--- src/rtl/fcvt_pkg.sv ---
// Shared types and constants for the float<->int conversion scheduler.
package fcvt_pkg;

  typedef enum logic {
    OP_FTOI = 1'b0,
    OP_ITOF = 1'b1
  } fcvt_op_t;

  localparam int unsigned FCVT_W     = 32;
  // 127 bias + 30: the exponent at which the top mantissa bit lands on bit 30
  localparam int unsigned FTOI_EBIAS = 157;

endpackage

--- src/rtl/fcvt_ftoi.sv ---
// Combinational fcvt.w.s: single-precision float to signed 32-bit integer,
// round to nearest with ties away from zero.
module fcvt_ftoi
  import fcvt_pkg::*;
(
  input  logic [FCVT_W-1:0] src,
  output logic [FCVT_W-1:0] res
);

  logic              sgn;
  logic [7:0]        expo;
  logic [7:0]        sh;
  logic [22:0]       man;
  logic [FCVT_W-1:0] aligned;
  logic [FCVT_W-1:0] shifted;
  logic [FCVT_W-1:0] mag;

  // Align the significand so bit 0 is the half-ulp, add it, then drop it.
  // Shift amounts above 31 (tiny inputs) flush the operand to zero.
  always_comb begin
    sgn     = src[31];
    expo    = src[30:23];
    man     = src[22:0];
    aligned = {1'b1, man, 8'b0};
    sh      = 8'(FTOI_EBIAS) - expo;
    shifted = aligned >> sh;
    mag     = (shifted + 32'd1) >> 1;
    res     = sgn ? (~mag + 32'd1) : mag;
  end

endmodule

--- src/rtl/fcvt_itof.sv ---
// Combinational fcvt.s.w: signed 32-bit integer to single-precision float,
// round to nearest with ties away from zero.
module fcvt_itof
  import fcvt_pkg::*;
(
  input  logic [FCVT_W-1:0] src,
  output logic [FCVT_W-1:0] res
);

  logic              sgn;
  logic [FCVT_W-1:0] mag;
  logic [FCVT_W-1:0] norm;
  logic [4:0]        lz;
  logic [23:0]       rnd;
  logic [7:0]        expo;

  // Normalize by leading-zero count, round on the first dropped bit, and
  // fold a mantissa carry-out into the exponent.
  always_comb begin
    sgn = src[31];
    mag = sgn ? (~src + 32'd1) : src;
    lz  = 5'd31;
    for (int i = 0; i < 32; i++) begin
      if (mag[i]) lz = 5'(31 - i);
    end
    norm = mag << lz;
    rnd  = {1'b0, norm[30:8]} + 24'(norm[7]);
    expo = 8'd158 - {3'b0, lz} + {7'b0, rnd[23]};
    // norm[31] is clear only for a zero operand
    res  = norm[31] ? {sgn, expo, rnd[22:0]} : '0;
  end

endmodule

--- src/rtl/fcvt_rr_arbiter.sv ---
// Round-robin arbiter: searches upward from rr, wrapping, and moves rr just
// past the winner whenever a grant is taken.
module fcvt_rr_arbiter #(
  parameter  int unsigned NREQ = 2,
  localparam int unsigned IDW  = $clog2(NREQ)
) (
  input  logic            clk,
  input  logic            rstn,
  input  logic [NREQ-1:0] req,
  input  logic            advance,
  output logic [NREQ-1:0] grant,
  output logic [IDW-1:0]  grant_idx
);

  logic [IDW-1:0] rr;
  logic           found;
  int unsigned    cand;

  // First requester at or above rr, modulo NREQ.
  always_comb begin
    grant     = '0;
    grant_idx = rr;
    found     = 1'b0;
    cand      = 0;
    for (int unsigned k = 0; k < NREQ; k++) begin
      cand = 32'(rr) + k;
      if (cand >= NREQ) cand = cand - NREQ;
      if (!found && req[IDW'(cand)]) begin
        found                = 1'b1;
        grant[IDW'(cand)]    = 1'b1;
        grant_idx            = IDW'(cand);
      end
    end
  end

  // Pointer moves past the winner only when the grant is consumed.
  always_ff @(posedge clk or negedge rstn) begin
    if (!rstn) begin
      rr <= '0;
    end else if (advance && found) begin
      rr <= (grant_idx == IDW'(NREQ - 1)) ? '0 : grant_idx + IDW'(1);
    end
  end

endmodule

--- src/rtl/fcvt_sched.sv ---
// Shares one ftoi/itof datapath among NREQ requesters through a round-robin
// arbiter and a two-stage pipeline with the converters between the stages.
module fcvt_sched
  import fcvt_pkg::*;
#(
  parameter  int unsigned NREQ = 2,
  parameter  int unsigned TAGW = 5,
  localparam int unsigned IDW  = $clog2(NREQ)
) (
  input  logic                   clk,
  input  logic                   rstn,
  input  logic [NREQ-1:0]        req_valid,
  output logic [NREQ-1:0]        req_ready,
  input  logic [NREQ-1:0]        req_op,
  input  logic [NREQ*FCVT_W-1:0] req_src,
  input  logic [NREQ*TAGW-1:0]   req_tag,
  output logic                   resp_valid,
  input  logic                   resp_ready,
  output logic [FCVT_W-1:0]      resp_data,
  output logic [TAGW-1:0]        resp_tag,
  output logic [IDW-1:0]         resp_id,
  output logic                   busy
);

  typedef struct packed {
    fcvt_op_t          op;
    logic [FCVT_W-1:0] src;
    logic [TAGW-1:0]   tag;
    logic [IDW-1:0]    id;
  } s1_t;

  typedef struct packed {
    logic [FCVT_W-1:0] data;
    logic [TAGW-1:0]   tag;
    logic [IDW-1:0]    id;
  } s2_t;

  logic              s1_valid;
  logic              s2_valid;
  s1_t               s1_q;
  s1_t               s1_d;
  s2_t               s2_q;
  logic              s1_adv;
  logic              s2_adv;
  logic              accept;
  logic [NREQ-1:0]   grant;
  logic [IDW-1:0]    grant_idx;
  logic [FCVT_W-1:0] ftoi_res;
  logic [FCVT_W-1:0] itof_res;
  logic [FCVT_W-1:0] cvt_res;

  fcvt_rr_arbiter #(
    .NREQ (NREQ)
  ) u_arb (
    .clk       (clk),
    .rstn      (rstn),
    .req       (req_valid),
    .advance   (s1_adv),
    .grant     (grant),
    .grant_idx (grant_idx)
  );

  // Pipeline advance; ready is gated by rstn so it drops during reset.
  always_comb begin
    s2_adv    = !s2_valid || resp_ready;
    s1_adv    = !s1_valid || s2_adv;
    req_ready = grant & {NREQ{s1_adv & rstn}};
    accept    = |(req_valid & req_ready);
  end

  // Payload of the granted requester; one-hot grant keeps this a plain AND-OR.
  always_comb begin
    s1_d     = '0;
    s1_d.id  = grant_idx;
    for (int i = 0; i < NREQ; i++) begin
      if (grant[i]) begin
        s1_d.op  = fcvt_op_t'(req_op[i]);
        s1_d.src = req_src[i*FCVT_W +: FCVT_W];
        s1_d.tag = req_tag[i*TAGW +: TAGW];
      end
    end
  end

  fcvt_ftoi u_ftoi (
    .src (s1_q.src),
    .res (ftoi_res)
  );

  fcvt_itof u_itof (
    .src (s1_q.src),
    .res (itof_res)
  );

  // Converter select.
  always_comb begin
    cvt_res = (s1_q.op == OP_ITOF) ? itof_res : ftoi_res;
  end

  // Stage 1: captures the accepted request.
  always_ff @(posedge clk or negedge rstn) begin
    if (!rstn) begin
      s1_valid <= 1'b0;
      s1_q     <= '0;
    end else if (s1_adv) begin
      s1_valid <= accept;
      if (accept) s1_q <= s1_d;
    end
  end

  // Stage 2: captures the converted result; empties when S1 is empty.
  always_ff @(posedge clk or negedge rstn) begin
    if (!rstn) begin
      s2_valid <= 1'b0;
      s2_q     <= '0;
    end else if (s2_adv) begin
      s2_valid <= s1_valid;
      if (s1_valid) begin
        s2_q.data <= cvt_res;
        s2_q.tag  <= s1_q.tag;
        s2_q.id   <= s1_q.id;
      end
    end
  end

  // Response port driven straight from the S2 flops.
  always_comb begin
    resp_valid = s2_valid;
    resp_data  = s2_q.data;
    resp_tag   = s2_q.tag;
    resp_id    = s2_q.id;
    busy       = s1_valid | s2_valid;
  end

endmodule

--- config.mk ---
export PLATFORM = sky130hd
export DESIGN_NAME = fcvt_sched
export DESIGN_NICKNAME = d
export VERILOG_FILES = /design/src/rtl/fcvt_pkg.sv /design/src/rtl/fcvt_ftoi.sv /design/src/rtl/fcvt_itof.sv /design/src/rtl/fcvt_rr_arbiter.sv /design/src/rtl/fcvt_sched.sv
export SDC_FILE = /design/constraint.sdc
export NUM_CORES = 1
export LEC_CHECK = 0
export ABC_AREA = 1
export CAP_MARGIN = 10
export CORE_ASPECT_RATIO = 1.25
export CORE_MARGIN = 2
export CORE_UTILIZATION = 63
export DETAILED_ROUTE_END_ITERATION = 10
export PLACE_DENSITY = 0.87
export REMOVE_ABC_BUFFERS = 1
export SYNTH_ARGS = -nofsm -noshare
export SYNTH_HDL_FRONTEND = slang
export SYNTH_SLANG_ARGS = --single-unit
--- constraint.sdc ---
create_clock -name clk -period 10.22 [get_ports clk]
set_clock_uncertainty 0.05 [all_clocks]
set_input_delay 1.022 -clock clk [delete_from_list [all_inputs] [get_ports clk]]
set_output_delay 1.022 -clock clk [all_outputs]
set_load 0.03 [all_outputs]
Word level (Yosys, flattened, before mapping)
Index checks and enable logic that the tools add are counted.
{ "word_totals": {"wordCells": 102, "memories": 0, "mem_bits_ro": 0, "latchBits": 0, "ram_bits": 0, "regBits": 80, "in_bits": 81} }
{ "classes": {"addsub": 11, "n_mul": 0, "bitwise": 7, "reduce_logical": 12, "eq_ne": 0, "n_lt_le_gt_ge": 6, "n_mux": 54, "shifts": 2, "n_div": 0} }
{ "ops": {"columns": ["operator", "count"], "rows": [
  ["2-to-1 mux 32 bit", 4],
  ["adder 32 x 1 -> 32 bit, second input constant", 3],
  ["2-to-1 mux 5 bit", 16],
  ["2-to-1 mux 38 bit", 2],
  ["2-to-1 mux 4 bit", 8],
  ["NOT 31 -> 32 bit", 1],
  ["NOT 32 bit", 1],
  ["left shift 32 x 5 -> 32 bit", 1],
  ["right shift 32 x 8 -> 32 bit", 1],
  ["adder 23 x 1 -> 24 bit", 1],
  ["2-to-1 mux 1 bit", 14],
  ["2-to-1 mux 3 bit", 4],
  ["adder 8 x 1 -> 8 bit", 1],
  ["2-to-1 mux 2 bit", 4],
  ["subtractor 8 x 5 -> 8 bit, first input constant", 1],
  ["subtractor 8 bit, first input constant", 1],
  ["bitwise AND 2 bit", 2],
  ["logical AND 1 bit", 4],
  ["less-than comparator 1 x 2 -> 1 bit, second input constant", 2],
  ["AND reduction 2 bit", 2],
  ["zero test 1 bit", 3],
  ["adder 1 x 1 -> 2 bit, second input constant", 1],
  ["demux 1 bit (select 1 bit)", 2],
  ["greater-or-equal comparator 1 bit, second input constant", 2],
  ["other kinds (9)", 11]
]} }

Depth between registers and ports, before layout
{ "depth": {"word_depth": 39, "depth_mapped": 54} }

Cells and area by module
From an unflattened synthesis, not the netlist that was laid out.
{ "hier_totals": {"cells_unflattened": 2277, "area_unflattened_um2": 12485.7} }
{ "modules_own_cells": {"columns": ["mod", "area_per_inst_um2", "seq_area_each_um2", "cells_each", "n_inst"], "rows": [
  ["fcvt_ftoi", 4327.9, 0.0, 886, 1],
  ["fcvt_itof", 4137.7, 0.0, 838, 1],
  ["fcvt_sched", 3948.8, 1976.9, 542, 1],
  ["fcvt_rr_arbiter", 71.3, 25.0, 11, 1]
]} }

Worst setup path before layout
OpenSTA, ideal clock, no wires.
{ "synth_path": {"path_type": "flip-flop to flip-flop", "from": "register s1_q[6] in the netlist's numbering", "to": "register s2_q, in the netlist resp_data[27]", "t_required_ps": 10047, "stages_incl_launch_ff": 48, "period_less_slack_ps": 4701, "slack_ps": 5519, "setup_ps": 123, "path_buffers": 1, "t_arrival_ps": 4527, "cell_sequence": "dfrtp_1 > inv_2 > ha_1 > inv_1 > nor2_1 > nand3_1 > nor2_1 > nor2_1 > a21oi_1 > xor2_1 > nand2_1 > nand2_1 > nand2_1 > nand2_1 > nand2_1 > nand2_1 > nand2_1 > nand2_1 > [... 12 more ...] > nand3_1 > nand2_1 > nand2_1 > nand2_1 > nor2_1 > ha_1 > nand3_1 > nor2_2 > nand3_1 > nor2_1 > nand4_1 > ha_1 > inv_1 > nor2_1 > nand4_1 > o21ai_0 > a31oi_1 > a21oi_1"} }
{ "synth_between": {"elab_chain_len": 39, "elab_cells_between_ends": 45} }
{ "synth_lines": {"columns": ["element", "line_no", "text"], "rows": [
  ["start, declared", "fcvt_sched.sv:40", "s1_t s1_q;"],
  ["start signal, assigned", "fcvt_sched.sv:103", "s1_q <= '0;"],
  ["start signal, assigned", "fcvt_sched.sv:106", "if (accept) s1_q <= s1_d;"],
  ["NOT 32 bit", "fcvt_itof.sv:21", "mag = sgn ? (~src + 32'd1) : src;"],
  ["adder 32 x 1 -> 32 bit", "fcvt_itof.sv:21", null],
  ["2-to-1 mux 32 bit", "fcvt_itof.sv:21", null],
  ["2-to-1 mux 1 bit", "fcvt_itof.sv:24", "if (mag[i]) lz = 5'(31 - i);"],
  ["2-to-1 mux 2 bit (2 in a row)", "fcvt_itof.sv:24", null],
  ["2-to-1 mux 3 bit (4 in a row)", "fcvt_itof.sv:24", null],
  ["2-to-1 mux 4 bit (8 in a row)", "fcvt_itof.sv:24", null],
  ["2-to-1 mux 5 bit (16 in a row)", "fcvt_itof.sv:24", null],
  ["left shift 32 x 5 -> 32 bit", "fcvt_itof.sv:26", "norm = mag << lz;"],
  ["adder 23 x 1 -> 24 bit", "fcvt_itof.sv:27", "rnd = {1'b0, norm[30:8]} + 24'(norm[7]);"],
  ["adder 8 x 1 -> 8 bit", "fcvt_itof.sv:28", "expo = 8'd158 - {3'b0, lz} + {7'b0, rnd[23]};"],
  ["2-to-1 mux 32 bit", "fcvt_itof.sv:30", "res = norm[31] ? {sgn, expo, rnd[22:0]} : '0;"],
  ["2-to-1 mux 32 bit *", "fcvt_sched.sv:96", "cvt_res = (s1_q.op == OP_ITOF) ? itof_res : ftoi_res;"],
  ["end, declared", "fcvt_sched.sv:42", "s2_t s2_q;"]
]} }
Mark *: on every way between the ends. The rest lies on a longest branch, timed or not.
A chain may end at the register's enable or synchronous reset.

Final worst setup path
{ "layout_path": {"from": "register s1_q[37] in the netlist's numbering", "to": "register s2_q, in the netlist resp_data[27]"} }
{ "layout_between": {"elab_chain_len": 37, "elab_cells_between_ends": 41} }
{ "layout_lines": {"columns": ["element", "line_no"], "rows": [
  ["2-to-1 mux 32 bit", "fcvt_itof.sv:21"],
  ["2-to-1 mux 1 bit", "fcvt_itof.sv:24"],
  ["2-to-1 mux 2 bit (2 in a row)", "fcvt_itof.sv:24"],
  ["2-to-1 mux 3 bit (4 in a row)", "fcvt_itof.sv:24"],
  ["2-to-1 mux 4 bit (8 in a row)", "fcvt_itof.sv:24"],
  ["2-to-1 mux 5 bit (16 in a row)", "fcvt_itof.sv:24"],
  ["left shift 32 x 5 -> 32 bit", "fcvt_itof.sv:26"],
  ["adder 23 x 1 -> 24 bit", "fcvt_itof.sv:27"],
  ["adder 8 x 1 -> 8 bit", "fcvt_itof.sv:28"],
  ["2-to-1 mux 32 bit", "fcvt_itof.sv:30"],
  ["2-to-1 mux 32 bit *", "fcvt_sched.sv:96"]
]} }
Marks and branches as above.

==> impl_metrics.tcl <==
set metrics [dict create \
    outcome "finished clean" \
    final_cell_mix "501 x nand2_1, 237 x nand3_1, 186 x nor2_1" \
    muxShareOfSynthArea 0.00609 \
    synth_edf_count 0 \
    synth-xor-area-share 0.0519 \
    setup_viol 0 \
    rsz0062_at_grt "no" \
    fillCellCount 1399 \
    drt_iter0_markers 1302 \
    grt_pass1_wl_um 55200 \
    htreeDepth 3 \
    grt_pass1_vias 11500 \
    ys_warn_count 0 \
    seq_area_frac_synth 0.191 \
    portBuffers 122 \
    ys_async_sr_fraction 1.00 \
    synth.area.top_cells "dfrtp_1 19%, nand2_1 18%, nand3_1 11%" \
    worst_pin_slew_ps 1120 \
    diodes 0 \
    post_cts_resized 0 \
    timing.rr.start "s1_q[37]" \
    cts_hold_buf 0 \
    clk_pin_slew_worst_paths_ps 70 \
    synth_seq_cells 80 \
    grt_antenna_before_repair 0 \
    crit_start "s1_q[37]" \
    worst_path_most_repeated_cell "nand2_1" \
    rows 52 \
    initial_core_util 0.645 \
    design.die.area_um2 17700 \
    synth_area_um2 10500 \
    synth_compound_area_frac 0.167 \
    fin_tns_setup_ps 0 \
    crit_buf_inv 3 \
    detail-route-antenna-nets 0 \
    synth_cells 1816 \
    ys_types 63 \
    cp_max_fo 56 \
    cts_tree "built" \
    cp_slowest_stage_delay_ps 660 \
    utilization 0.730 \
    die_y_um 148 \
    clk_latency_ps 360 \
    numCtsBuffers 9 \
    synth.avg_cell_area_um2 5.77 \
    synth_fa_ha_area_frac 0.0107 \
    max_freq_mhz 154 \
    start_kind "flop" \
    wl_per_cell_um 16.3 \
    root_buffer "clkbuf_16" \
    path_class "reg -> reg" \
    layoutNonFillerInstCount 2096 \
    ys.flop_type "dfrtp_1" \
    synth_top_family_by_area "simple AND/OR/NAND/NOR gates" \
    p_leak_uw 0.00552 \
    drc_errors 0 \
    synth-simple-area-share 0.453 \
    place_inst 2080 \
    core_um2 16300 \
    required_ps 10410 \
    slowest_stage "inv_1" \
    area_growth_pct 13.3 \
    maxCapViolations 0 \
    grt_overflow_total 0 \
    track_usage 0.386 \
    nets 1965 \
    final_common_cell "nand2_1" \
    hold_viol_final 0 \
    slew_violations 0 \
    drive_above_1_share 0.0819 \
    holdCritPathClass "reg -> reg" \
    finalCriticalPeriod_ps 6510 \
    worst_ir_drop_vdd_uv 215 \
    crit_cells 50 \
    cts.sinks 80 \
    holdCritStartpoint "resp_data[5]" \
    synth_top_area_frac 0.191 \
    grt_start_max_net_pins 76 \
    wl_um 34200 \
    power_density_nw_per_um2 401 \
    yosysTopAreaCell "dfrtp_1" \
    slew_headroom 0.255 \
    finalWeightedCongestion 1.07 \
    hpwl_um 26700 \
    die_w_um 119 \
    cpLargestDelayFamily "simple AND/OR/NAND/NOR gates" \
    crit_arrival_ps 6700 \
    cts.path.max_buffers 2 \
    hold_path_depth 2 \
    ios 123 \
    r2r_cells 50 \
    end_kind "flop" \
    vias 12400 \
    finalCritPeriodShare 0.637 \
    viasPerCell 5.92 \
    cts_setup_buffers 0 \
    dr.pass1.iters 7 \
]
-- through the flow --
| step | setup WS, ps | hold WS (ps) | power (µW) | instance area, µm² |
|---|---|---|---|---|
| after CTS | 3890 | 431 | 4660 | 11900 |
| after floorplan | 4190 | 438 | 3250 | 10000 |
| after global routing | 3000 | 480 | 5180 | 11900 |
| after detailed placement | 3920 | 419 | 4320 | 11600 |
| final | 3710 | 432 | 4760 | 11900 |
| after global placement | 4010 | 417 | 4270 | 11600 |
-- state kept, by name (all words and copies together) (netlist names) --
| register | cells |
|---|---|
| resp_data | 32 |
| s1_valid | 1 |
| s1_q | 39 |
| resp_tag | 5 |
| resp_valid | 1 |
| u_arb.rr | 1 |
| resp_id | 1 |
-- routing by layer --
metal / global-route usage / vias to the layer above / wire, µm
met5: 0 / - / 0
met4: 0.214 / 0 / 1870
met2: 0.663 / 653 / 16200
met3: 0.0498 / 116 / 2390
met1: 0.467 / 5600 / 13700
li1: - / 6029 / -
-- report_power, final --
group	leakage [µW]	internal, µW	total [µW]	switching [µW]
clock network	0.000146	175	329	154
registers	0.000974	440	554	114
logic	0.00440	1170	3880	2710
total	0.00552	1780	4760	2980
-- path summary, 6_finish.rpt --
check                                endpoint  slack, ps
worst max-delay path            resp_data[27]       3710
worst min-delay path             resp_data[5]        430
worst max register to register  resp_data[27]       3710
worst min register to register   resp_data[5]        430
max in group asynchronous             s1_q[6]       8530
min in group asynchronous            s1_q[11]        580
-- cell families after synthesis --
kind of cell               Yosys count
and+or+nand+nor                   1055
AOI/OAI and AO/OA                  314
buffers and inverters              298
DFF                                 80
xor gates and xnor gates            54
adders and majority gates            9
muxes                                6
-- worst register-to-register path, delay by kind of cell, from the launching register on --
family / cells / cell delay [ps]
compound gates: 4 / 820
simple gates: 41 / 3610
buf+inv: 3 / 1200
flops: 1 / 320
fa+ha+maj: 2 / 400
-- synth_stat cells (all sizes together), types with 11 or more instances --
| master | count |
|---|---|
| a21oi | 65 |
| a31oi | 21 |
| buf | 46 |
| clkbuf | 38 |
| dfrtp | 80 |
| inv | 211 |
| nand2 | 522 |
| nand3 | 248 |
| nand4 | 23 |
| nor2 | 218 |
| nor3 | 15 |
| o211ai | 11 |
| o21ai | 194 |
| or2 | 12 |
| xnor2 | 13 |
| xor2 | 41 |
-- layout make-up --
| class | instances | area (µm²) | share of cell area |
|---|---|---|---|
| timing repair buffer | 133 | 1300 | 0.110 |
| sequential | 80 | 2000 | 0.168 |
| inverter | 213 | 802 | 0.0675 |
| tap | 216 | 270 | 0.0227 |
| clock inverter | 6 | 47.5 | 0.00400 |
| multi-input combinational | 1438 | 7220 | 0.608 |
| clock buffer | 10 | 239 | 0.0201 |
Power figures use the tool's default switching activity.
